--- src/rtl/pulse_train_gen.sv ---
// Multi-channel pulse-train generator: each channel plays a programmable
// delay / high / low pattern for a finite pulse count or continuously.
module pulse_train_gen #(
  parameter int CHANNELS = 4,
  parameter int CH_W     = 2,
  parameter int CNT_W    = 8,
  parameter int NUM_W    = 4
) (
  input  logic                clock,
  input  logic                reset,
  input  logic                cfg_we,
  input  logic [CH_W-1:0]     cfg_ch,
  input  logic [CNT_W-1:0]    cfg_dly,
  input  logic [CNT_W-1:0]    cfg_high,
  input  logic [CNT_W-1:0]    cfg_low,
  input  logic [NUM_W-1:0]    cfg_num,
  input  logic                cfg_cont,
  input  logic [CHANNELS-1:0] start,
  input  logic [CHANNELS-1:0] stop,
  output logic [CHANNELS-1:0] signal,
  output logic [CHANNELS-1:0] busy,
  output logic [CHANNELS-1:0] done
);

  typedef enum logic [1:0] {IDLE, DELAY, HIGH, LOW} state_t;

  logic [CNT_W-1:0]    c_dly  [CHANNELS];
  logic [CNT_W-1:0]    c_high [CHANNELS];
  logic [CNT_W-1:0]    c_low  [CHANNELS];
  logic [NUM_W-1:0]    c_num  [CHANNELS];
  logic [CHANNELS-1:0] c_cont;

  logic [CNT_W-1:0]    w_high [CHANNELS];
  logic [CNT_W-1:0]    w_low  [CHANNELS];
  logic [CHANNELS-1:0] w_cont;

  state_t              state    [CHANNELS];
  state_t              state_nx [CHANNELS];
  logic [CNT_W-1:0]    cnt      [CHANNELS];
  logic [CNT_W-1:0]    cnt_nx   [CHANNELS];
  logic [NUM_W-1:0]    rem      [CHANNELS];
  logic [NUM_W-1:0]    rem_nx   [CHANNELS];
  logic [CHANNELS-1:0] done_r;
  logic [CHANNELS-1:0] done_nx;
  logic [CHANNELS-1:0] accept;

  // Phase lengths of 0 behave as 1, so the reload value saturates at 0.
  function automatic logic [CNT_W-1:0] len_m1(input logic [CNT_W-1:0] v);
    return (v == '0) ? '0 : v - CNT_W'(1);
  endfunction

  always_ff @(posedge clock or posedge reset) begin
    if (reset) begin
      for (int unsigned i = 0; i < CHANNELS; i++) begin
        c_dly[i]  <= '0;
        c_high[i] <= CNT_W'(1);
        c_low[i]  <= CNT_W'(1);
        c_num[i]  <= NUM_W'(1);
      end
      c_cont <= '0;
    end else begin
      for (int unsigned i = 0; i < CHANNELS; i++) begin
        if (cfg_we && cfg_ch == CH_W'(i)) begin
          c_dly[i]  <= cfg_dly;
          c_high[i] <= cfg_high;
          c_low[i]  <= cfg_low;
          c_num[i]  <= cfg_num;
          c_cont[i] <= cfg_cont;
        end
      end
    end
  end

  always_ff @(posedge clock or posedge reset) begin
    if (reset) begin
      for (int unsigned i = 0; i < CHANNELS; i++) begin
        state[i]  <= IDLE;
        cnt[i]    <= '0;
        rem[i]    <= '0;
        w_high[i] <= '0;
        w_low[i]  <= '0;
      end
      w_cont <= '0;
      done_r <= '0;
    end else begin
      for (int unsigned i = 0; i < CHANNELS; i++) begin
        state[i] <= state_nx[i];
        cnt[i]   <= cnt_nx[i];
        rem[i]   <= rem_nx[i];
        if (accept[i]) begin
          w_high[i] <= c_high[i];
          w_low[i]  <= c_low[i];
          w_cont[i] <= c_cont[i];
        end
      end
      done_r <= done_nx;
    end
  end

  always_comb begin
    accept  = '0;
    done_nx = '0;
    for (int unsigned i = 0; i < CHANNELS; i++) begin
      state_nx[i] = state[i];
      cnt_nx[i]   = cnt[i];
      rem_nx[i]   = rem[i];
      unique case (state[i])
        IDLE: begin
          if (start[i] && (c_num[i] != '0 || c_cont[i])) begin
            accept[i] = 1'b1;
            rem_nx[i] = c_num[i];
            if (c_dly[i] != '0) begin
              state_nx[i] = DELAY;
              cnt_nx[i]   = c_dly[i] - CNT_W'(1);
            end else begin
              state_nx[i] = HIGH;
              cnt_nx[i]   = len_m1(c_high[i]);
            end
          end
        end
        DELAY: begin
          if (cnt[i] == '0) begin
            state_nx[i] = HIGH;
            cnt_nx[i]   = len_m1(w_high[i]);
          end else begin
            cnt_nx[i] = cnt[i] - CNT_W'(1);
          end
        end
        HIGH: begin
          if (cnt[i] == '0) begin
            state_nx[i] = LOW;
            cnt_nx[i]   = len_m1(w_low[i]);
          end else begin
            cnt_nx[i] = cnt[i] - CNT_W'(1);
          end
        end
        LOW: begin
          if (cnt[i] == '0) begin
            rem_nx[i] = (rem[i] != '0) ? rem[i] - NUM_W'(1) : rem[i];
            if (w_cont[i] || rem[i] > NUM_W'(1)) begin
              state_nx[i] = HIGH;
              cnt_nx[i]   = len_m1(w_high[i]);
            end else begin
              state_nx[i] = IDLE;
              done_nx[i]  = 1'b1;
            end
          end else begin
            cnt_nx[i] = cnt[i] - CNT_W'(1);
          end
        end
        default: state_nx[i] = IDLE;
      endcase
      // Stop overrides both a pending start and a completing train.
      if (stop[i]) begin
        state_nx[i] = IDLE;
        accept[i]   = 1'b0;
        done_nx[i]  = 1'b0;
      end
    end
  end

  always_comb begin
    signal = '0;
    busy   = '0;
    for (int unsigned i = 0; i < CHANNELS; i++) begin
      signal[i] = (state[i] == HIGH);
      busy[i]   = (state[i] != IDLE);
    end
    done = done_r;
  end

endmodule

--- config.mk ---
export PLATFORM = sky130hd
export DESIGN_NAME = pulse_train_gen
export DESIGN_NICKNAME = d
export VERILOG_FILES = /design/src/rtl/pulse_train_gen.sv
export SDC_FILE = /design/constraint.sdc
export NUM_CORES = 1
export LEC_CHECK = 0
export BUFFER_PORTS_ARGS = -buffer_cell sky130_fd_sc_hd__buf_2
export CAP_MARGIN = 20
export CORE_ASPECT_RATIO = 0.7
export CORE_UTILIZATION = 45
export DETAILED_ROUTE_END_ITERATION = 10
export PLACE_DENSITY_LB_ADDON = 0.15
export SLEW_MARGIN = 20
export SYNTH_ARGS = -nofsm -noshare
export SYNTH_HDL_FRONTEND = slang
export SYNTH_SLANG_ARGS = --single-unit
--- constraint.sdc ---
create_clock -name clock -period 10.4 [get_ports clock]
set_input_delay 1.04 -clock clock [delete_from_list [all_inputs] [get_ports clock]]
set_output_delay 1.04 -clock clock [all_outputs]
set_load 0.02 [all_outputs]
* Word-level counts from Yosys, hierarchy flattened
Index checks and enable logic that the tools add are counted.
** Storage, ports and cells
- Register bits after elaboration :: 244
- Bits of input ports :: 42
- Output and inout bits :: 12
- Logic and storage cells :: 305
** Cells by class
- Add/subtract/negate cells :: 24
- $lt $le $gt $ge :: 4
- Equal/unequal tests :: 47
- Multiplexer cells :: 116
- Reductions and logical operators :: 69
** Operator list (number)
- $mux 8 :: 36
- $sub 8x1->8 const B :: 20
- $logic_not 8->1 :: 16
- $pmux 8 s4 :: 4
- $mux 2 :: 28
- $mux 4 :: 12
- $ne 3x3->1 const B :: 16
- $pmux 2 s4 :: 4
- $pmux 4 s2 :: 4
- $reduce_and 4->1 :: 8
- $reduce_bool 4->1 :: 8
- $reduce_bool 8->1 :: 4
- $mux 1 :: 28
- $ne 2x2->1 const B :: 12
- $eq 2x2->1 const B :: 10
- $gt 4x1->1 const B :: 4
- $reduce_bool 2->1 :: 8
- $sub 4x1->4 const B :: 4
- $ne 3x2->1 const B :: 4
- $eq 2x1->1 const B :: 5
- $logic_not 2->1 :: 5
- $logic_and 1x1->1 :: 8
- $logic_or 1x1->1 :: 8
- $reduce_and 2->1 :: 4

* Depth between registers and ports, before layout
Gate-level depths: netlist of run 1.
- Depth after elaboration :: 6
- Gate-level depth with buffers :: 10
- Gate-level depth less buffers :: 8

* Least setup slack after synthesis of run 1
OpenSTA, ideal clock, no wires.
- Path kind :: input port to flip-flop
- Start point :: input cfg_ch[1]
- End point :: register c_cont[0]
- Library setup time :: 0.125 ns
- Arrival :: 2.335 ns
- Required time :: 10.275 ns
- Path slack :: 7.941 ns
- Stages :: 3
- Path buffers :: 1
- Path through :: nor3b_1 clkbuf_1 mux2_2
** On the way
- Word-level cells in the longest chain between the ends :: 2
** Ends and longest elaborated chain
- start: declaration :: RTL line 12 : input logic [CH_W-1:0] cfg_ch,
- $logic_not 2->1 :: RTL line 63 : if (cfg_we && cfg_ch == CH_W'(i)) begin
- $logic_and 1x1->1 :: RTL line 63
- end signal: indexed assignment :: RTL line 68 : c_cont[i] <= cfg_cont;
- end: declaration :: RTL line 31 : logic [CHANNELS-1:0] c_cont;
No other way between the ends.
A chain may end at the register's enable or synchronous reset.

* Worst setup path in the final report of run 1
- Start point :: register state[4] (netlist name)
- End point :: output busy[1]
** On the way
- Word-level cells in the longest chain between the ends :: 1
** Ends and longest elaborated chain
- start: declaration :: RTL line 37 : state_t state [CHANNELS];
- start signal: indexed assignment :: RTL line 87 : state[i] <= state_nx[i];
- $reduce_bool 2->1 :: RTL line 167 : busy[i] = (state[i] != IDLE);
- end: declaration :: RTL line 21 : output logic [CHANNELS-1:0] busy,
No other way between the ends.

==> flow_summary.toml, run 1 <==
[outcome]
status = "complete, no violations"

[floorplan]
die_y_um = 148
core_area_um2 = 30000
die_x_um = 211
rows = 53
pin_count = 54
start_util_pct = 45.9
die_area_um2 = 31400

[placed_design]
globalplace.congestion = 0.873
dp.cells = 1779
numPortBuffers = 53
dpl_cell_area_um2 = 14500
hpwl_um = 26000

[timing]
hold_viol_final = 0
holdWs_ns = 0.503
slew_headroom_pct = 34.1
finalSetupTns_ns = 0
setup_viol = 0
worst_pin_slew_ns = 0.988
max_freq_ghz = 0.308
finClkSkew_ns = 0.00926
maxSlewViolCount = 0
timing.final.crit_share_pct = 31.2
rsz0062_at_grt = "false"
layout_min_cycle_time_ns = 3.25

[grt]
grt_pass1_vias = 9899
grt_pass1_wl_um = 56300
antenna_found_initial = 4
grt_max_degree = 93
overflow = 0
grt_usage_pct = 23.1

[logic_synthesis]
synth_edf_count = 0
syn-cell-area_um2 = 13800
synth.net_count = 1435
yosysTopAreaCellShare_pct = 42.1
ys_seq_elements = 244
synthCells = 1350
synth_common_cells = "dfrtp_1 (232), mux2_2 (181), nor2_1 (97)"
ys_types = 78
synth_warnings = 0
synthTopCellsByArea = "dfrtp_1 (42%), mux2_2 (15%), ha_1 (3.9%)"
ys_async_sr_fraction_pct = 100
yosysSeqAreaShare_pct = 44.4
synth_most_common_cell = "dfrtp_1"
ys.flop_type = "dfrtp_1"
yosysTopAreaCell = "dfrtp_1"
avgSynthCellArea_um2 = 10.2

[drt]
num_vias = 10600
wirelength_um = 35500
via_per_inst = 5.81
drtAntennaViolNets = 0
initialDrtViolationCount = 725
highest_layer = "met4"
first_pass_iters = 5
post_drt_wl_per_cell_um = 19.4
met3WireLength_um = 2210
met2_length_um = 14100
route.detailed.drc = 0
m1WireLength_um = 18600

[layout]
syn2layout_area_growth_pct = 11.7
nNetsFinal = 1480
antenna_cells = 0
drive_gt1_share_pct = 22.9
final-instance-count-excl-fill = 1826
regArea_um2 = 6120
multiInputGateArea_um2 = 7200
final_area_um2 = 15400
fillers = 2804

[worst_setup_path]
setup.worst_path.class = "reg2out"
required_ns = 9.36
crit_fanout = 17
startpoint_type = "flip-flop"
worst_path_max_delay_cell = "nor2_2"
crit_chain = "nor2_2 -> inv_1 -> buf_2"
worstSetupEndpointType = "output port"
cpPeakStageDelay_ns = 0.66
worstPathArrival_ns = 2.21

[pwr]
leakage_nw = 6.51
ir_drop_mv = 0.166
powerDensity_nw_per_um2 = 242

[hold_path]
holdCritPathClass = "reg2reg"

[clock_tree]
cts_resized = 0
clock_path_buffers = 3
cts_sinks = 244
numCtsBuffers = 26
post_cts_buffers = 0
holdBufCountCts = 0
cts-root-buf = "clkbuf_16"
htree_levels = 1
clk_latency_ns = 0.55
clkTransAtPathRegs_ns = 0.06
cts_tree = "done"

[run]
maxCapViolations = 0
[cell type report]
type,count,share of cell area (%)
Sequential cell,244,39.8
Inverter,76,1.90
Clock inverter,13,1.40
Multi-Input combinational cell,986,46.7
Tap cell,412,3.35
Timing Repair Buffer,61,2.11
Clock buffer,34,4.75
[per-layer routing]
layer,up-vias,track usage (%)
li1,5047,-
met1,5279,36.9
met2,233,31.6
met3,42,4.98
met4,0,4.46
met5,-,0
[registers in the layout (all words and copies together) (netlist names), 8 cells and up]
register and count:
c_high 32, w_low 32, cnt 32, c_low 32, c_num 16, c_dly 32
rem 16, w_high 32, state 8
[power breakdown]
group | internal, mW | leakage [nW] | switching [mW]
Sequential | 1.24 | 2.92 | 0.344
Combinational | 0.539 | 3.13 | 0.573
Clock | 0.642 | 0.471 | 0.394
Total | 2.42 | 6.51 | 1.31
[logic make-up after synthesis]
group,Yosys count,share of synthesized area (%)
compound gates,305,14.4
flops,244,44.4
buf+inv,120,3.46
xor+xnor,56,3.56
simple gates,390,14.7
mux,192,15.6
fa+ha+maj,43,3.90
[metrics by stage]
stage / power (mW) / setup WS [ns] / util (%)
6_report: 3.73 / 7.15 / 51.3
5_1_grt: 3.98 / 6.94 / 51.3
4_1_cts: 3.75 / 7.14 / 51.3
3_5_place_dp: 2.69 / 6.70 / 48.1
3_3_place_gp: 2.67 / 6.72 / 48.1
2_1_floorplan: 2.37 / 2.68 / -
[cell usage in the layout (no fill, tap or decap), types with 8 or more instances in the layout]
| cell type | synthesis | final |
|---|---|---|
| a211oi_1 | 12 | 12 |
| a21oi_1 | 65 | 65 |
| a22oi_1 | 15 | 15 |
| buf_2 | 15 | 53 |
| buf_4 | 0 | 8 |
| clkbuf_16 | 0 | 27 |
| dfrtp_1 | 232 | 232 |
| dfstp_2 | 12 | 12 |
| ha_1 | 43 | 43 |
| inv_1 | 76 | 75 |
| mux2_2 | 181 | 181 |
| mux2i_1 | 11 | 11 |
| nand2_1 | 90 | 90 |
| nand2b_1 | 15 | 15 |
| nand3_1 | 15 | 15 |
| nor2_1 | 97 | 97 |
| nor3_1 | 54 | 54 |
| nor3b_1 | 13 | 12 |
| nor4_1 | 20 | 20 |
| o211ai_1 | 11 | 11 |
| o21ai_0 | 86 | 86 |
| o22ai_1 | 32 | 32 |
| o31ai_1 | 9 | 9 |
| or3_1 | 9 | 9 |
| or3b_2 | 9 | 9 |
| or4_1 | 25 | 25 |
| xnor2_1 | 41 | 41 |
| xor2_1 | 15 | 15 |
[path summary, 6_finish.rpt]
path	from	end	slack, ns	cells after the start
max in group asynchronous	reset	rem[9]	7.41	4
worst min register to register	c_low[15]	w_low[15]	0.50	1
min in group asynchronous	reset	w_low[9]	0.60	2
worst max-delay path	state[4]	busy[1]	7.15	3
worst min-delay path	c_low[15]	w_low[15]	0.50	1
worst max register to register	cnt[0]	cnt[5]	7.63	8
[critical path, delay by kind of cell (launching register included)]
family	cells	cell delay, ns
and+or+nand+nor	1	0.66
DFF	1	0.51
buffers and inverters	2	0.48
Note: power is estimated with default switching activity, not from simulation.
==> run 2: changes to the inputs <==
Clock period 10.4 ns to 3.3 ns, I/O delays scaled along.
==> run 2 against run 1 <==
Compared with the run above:
- flip-flop and latch count stayed put
- power grew to 3.1 times the previous value
- sequential power grew to 3.2 times the previous value
- global-route usage is 0.45 points higher
- clock power grew to 3.0 times the previous value
- via count is 1.0% higher
- cell count is 1.2% higher
==> flow_summary.toml, run 2 (synthesis gave the netlist of run 1 again) <==
[floorplan]
die_x_um = 211
pin_count = 54
die_y_um = 148
start_util_pct = 45.9
core_area_um2 = 30000
rows = 53
die_area_um2 = 31400

[worst_setup_path]
startpoint_type = "flip-flop"
crit_chain = "or4_1 -> o21ai_0 -> or3_1 -> mux2_2"
crit_family = "simple AND/OR/NAND/NOR gates"
required_ns = 3.73
setup.worst_path.class = "reg2reg"
worst_path_max_delay_cell = "or3_1"
worstPathArrival_ns = 3.05
cpPeakStageDelay_ns = 0.71
worstSetupEndpointType = "flip-flop"
crit_fanout = 19
cp_num_buf_inv = 0

[grt]
grt_usage_pct = 23.6
grt_pass1_vias = 10000
grt_pass1_wl_um = 57400
antenna_found_initial = 5
grt_max_degree = 100
overflow = 0

[layout]
final_cell_mix = "dfrtp_1 (232), mux2_2 (181), nor2_1 (97), nand2_1 (90), o21ai_0 (86)"
syn2layout_area_growth_pct = 12.6
nNetsFinal = 1501
layout_commonest_cell = "dfrtp_1"
final_area_um2 = 15500
utilization_pct = 51.7
antenna_cells = 0
drive_gt1_share_pct = 23.4

[clock_tree]
post_cts_buffers = 0
numCtsBuffers = 26
clkTransAtPathRegs_ns = 0.06
cts_tree = "done"
cts_sinks = 244
holdBufCountCts = 5
cts-root-buf = "clkbuf_16"
htree_levels = 1
cts_resized = 0
clock_path_buffers = 3
clk_latency_ns = 0.55

[drt]
route.detailed.drc = 0
drtAntennaViolNets = 0
initialDrtViolationCount = 898
first_pass_iters = 5
num_vias = 10700
via_per_inst = 5.80
post_drt_wl_per_cell_um = 19.6
wirelength_um = 36200

[timing]
holdWs_ns = 0.0955
slew_headroom_pct = 47.6
timing.final.crit_share_pct = 79.5
finalSetupTns_ns = 0
finClkSkew_ns = 0.0113
maxSlewViolCount = 0
layout_min_cycle_time_ns = 2.62
rsz0062_at_grt = "false"
hold_viol_final = 0
max_freq_ghz = 0.381
setup_viol = 0
worst_pin_slew_ns = 0.786

[outcome]
status = "complete, no violations"

[placed_design]
numPortBuffers = 53
globalplace.congestion = 0.911
hpwl_um = 26500
dpl_cell_area_um2 = 14600

[run]
maxCapViolations = 0

[pwr]
leakage_nw = 6.58
powerDensity_nw_per_um2 = 750
ir_drop_mv = 0.459
power_mw = 11.7

[hold_path]
holdCritPathClass = "in2reg"
## run 2: changes by cell type in the layout (fill, tap and decap cells not counted)
cell / change
buf_12: +2
buf_4: +14
bufinv_16: -3
clkbuf_1: +4
clkbuf_8: +2
clkinv_2: -4
clkinv_4: +1
clkinvlp_4: +1
dlygate4sd3_1: +5
inv_8: -1
## run 2: worst reg2reg max path: cells and delay by family, from the launching register on
| kind | cells | cell delay [ns] |
|---|---|---|
| flip-flops | 1 | 0.39 |
| AO/OA/AOI/OAI | 1 | 0.48 |
| AND/OR/NAND/NOR | 2 | 1.21 |
| multiplexers | 1 | 0.42 |
## run 2: stage by stage
| stage | std cells | setup slack [ns] |
|---|---|---|
| after floorplan | 1350 | -0.224 |
| final | 1847 | 0.675 |
| after global routing | 1847 | 0.446 |
| after CTS | 1847 | 0.659 |
| after global placement | 1795 | 0.706 |
| after detailed placement | 1795 | 0.671 |
## run 2: final cells by class
| cell class | count | area (um^2) |
|---|---|---|
| Clock inverter | 7 | 114 |
| Tap cell | 412 | 515 |
| Inverter | 76 | 289 |
| Clock buffer | 40 | 774 |
| Timing Repair Buffer | 82 | 520 |
| Sequential cell | 244 | 6120 |
| Multi-Input combinational cell | 986 | 7200 |
| Fill cell | 2775 | 14500 |
## run 2: layer usage
metal	GRT usage, %	vias up	share of wire (%)
li1	-	5103	-
met1	37.0	5313	50
met2	33.8	255	42
met3	4.22	38	6.2
met4	4.17	0	1.7
met5	0	-	0
## run 2: final timing paths
path	end	cells past startpoint	startpoint	slack, ns
worst max register to register	w_high[19]	4	c_num[11]	0.68
worst max-delay path	w_high[19]	4	c_num[11]	0.68
worst min register to register	w_low[15]	1	c_low[15]	0.50
worst min-delay path	c_high[24]	3	cfg_high[0]	0.1
max in group asynchronous	c_high[24]	4	reset	1.93
min in group asynchronous	c_cont[1]	3	reset	0.42
## run 2: power breakdown
group	internal [mW]	switching (mW)	leakage, nW
registers	3.90	1.07	2.92
clock network	1.84	1.22	0.436
logic	1.76	1.85	3.23
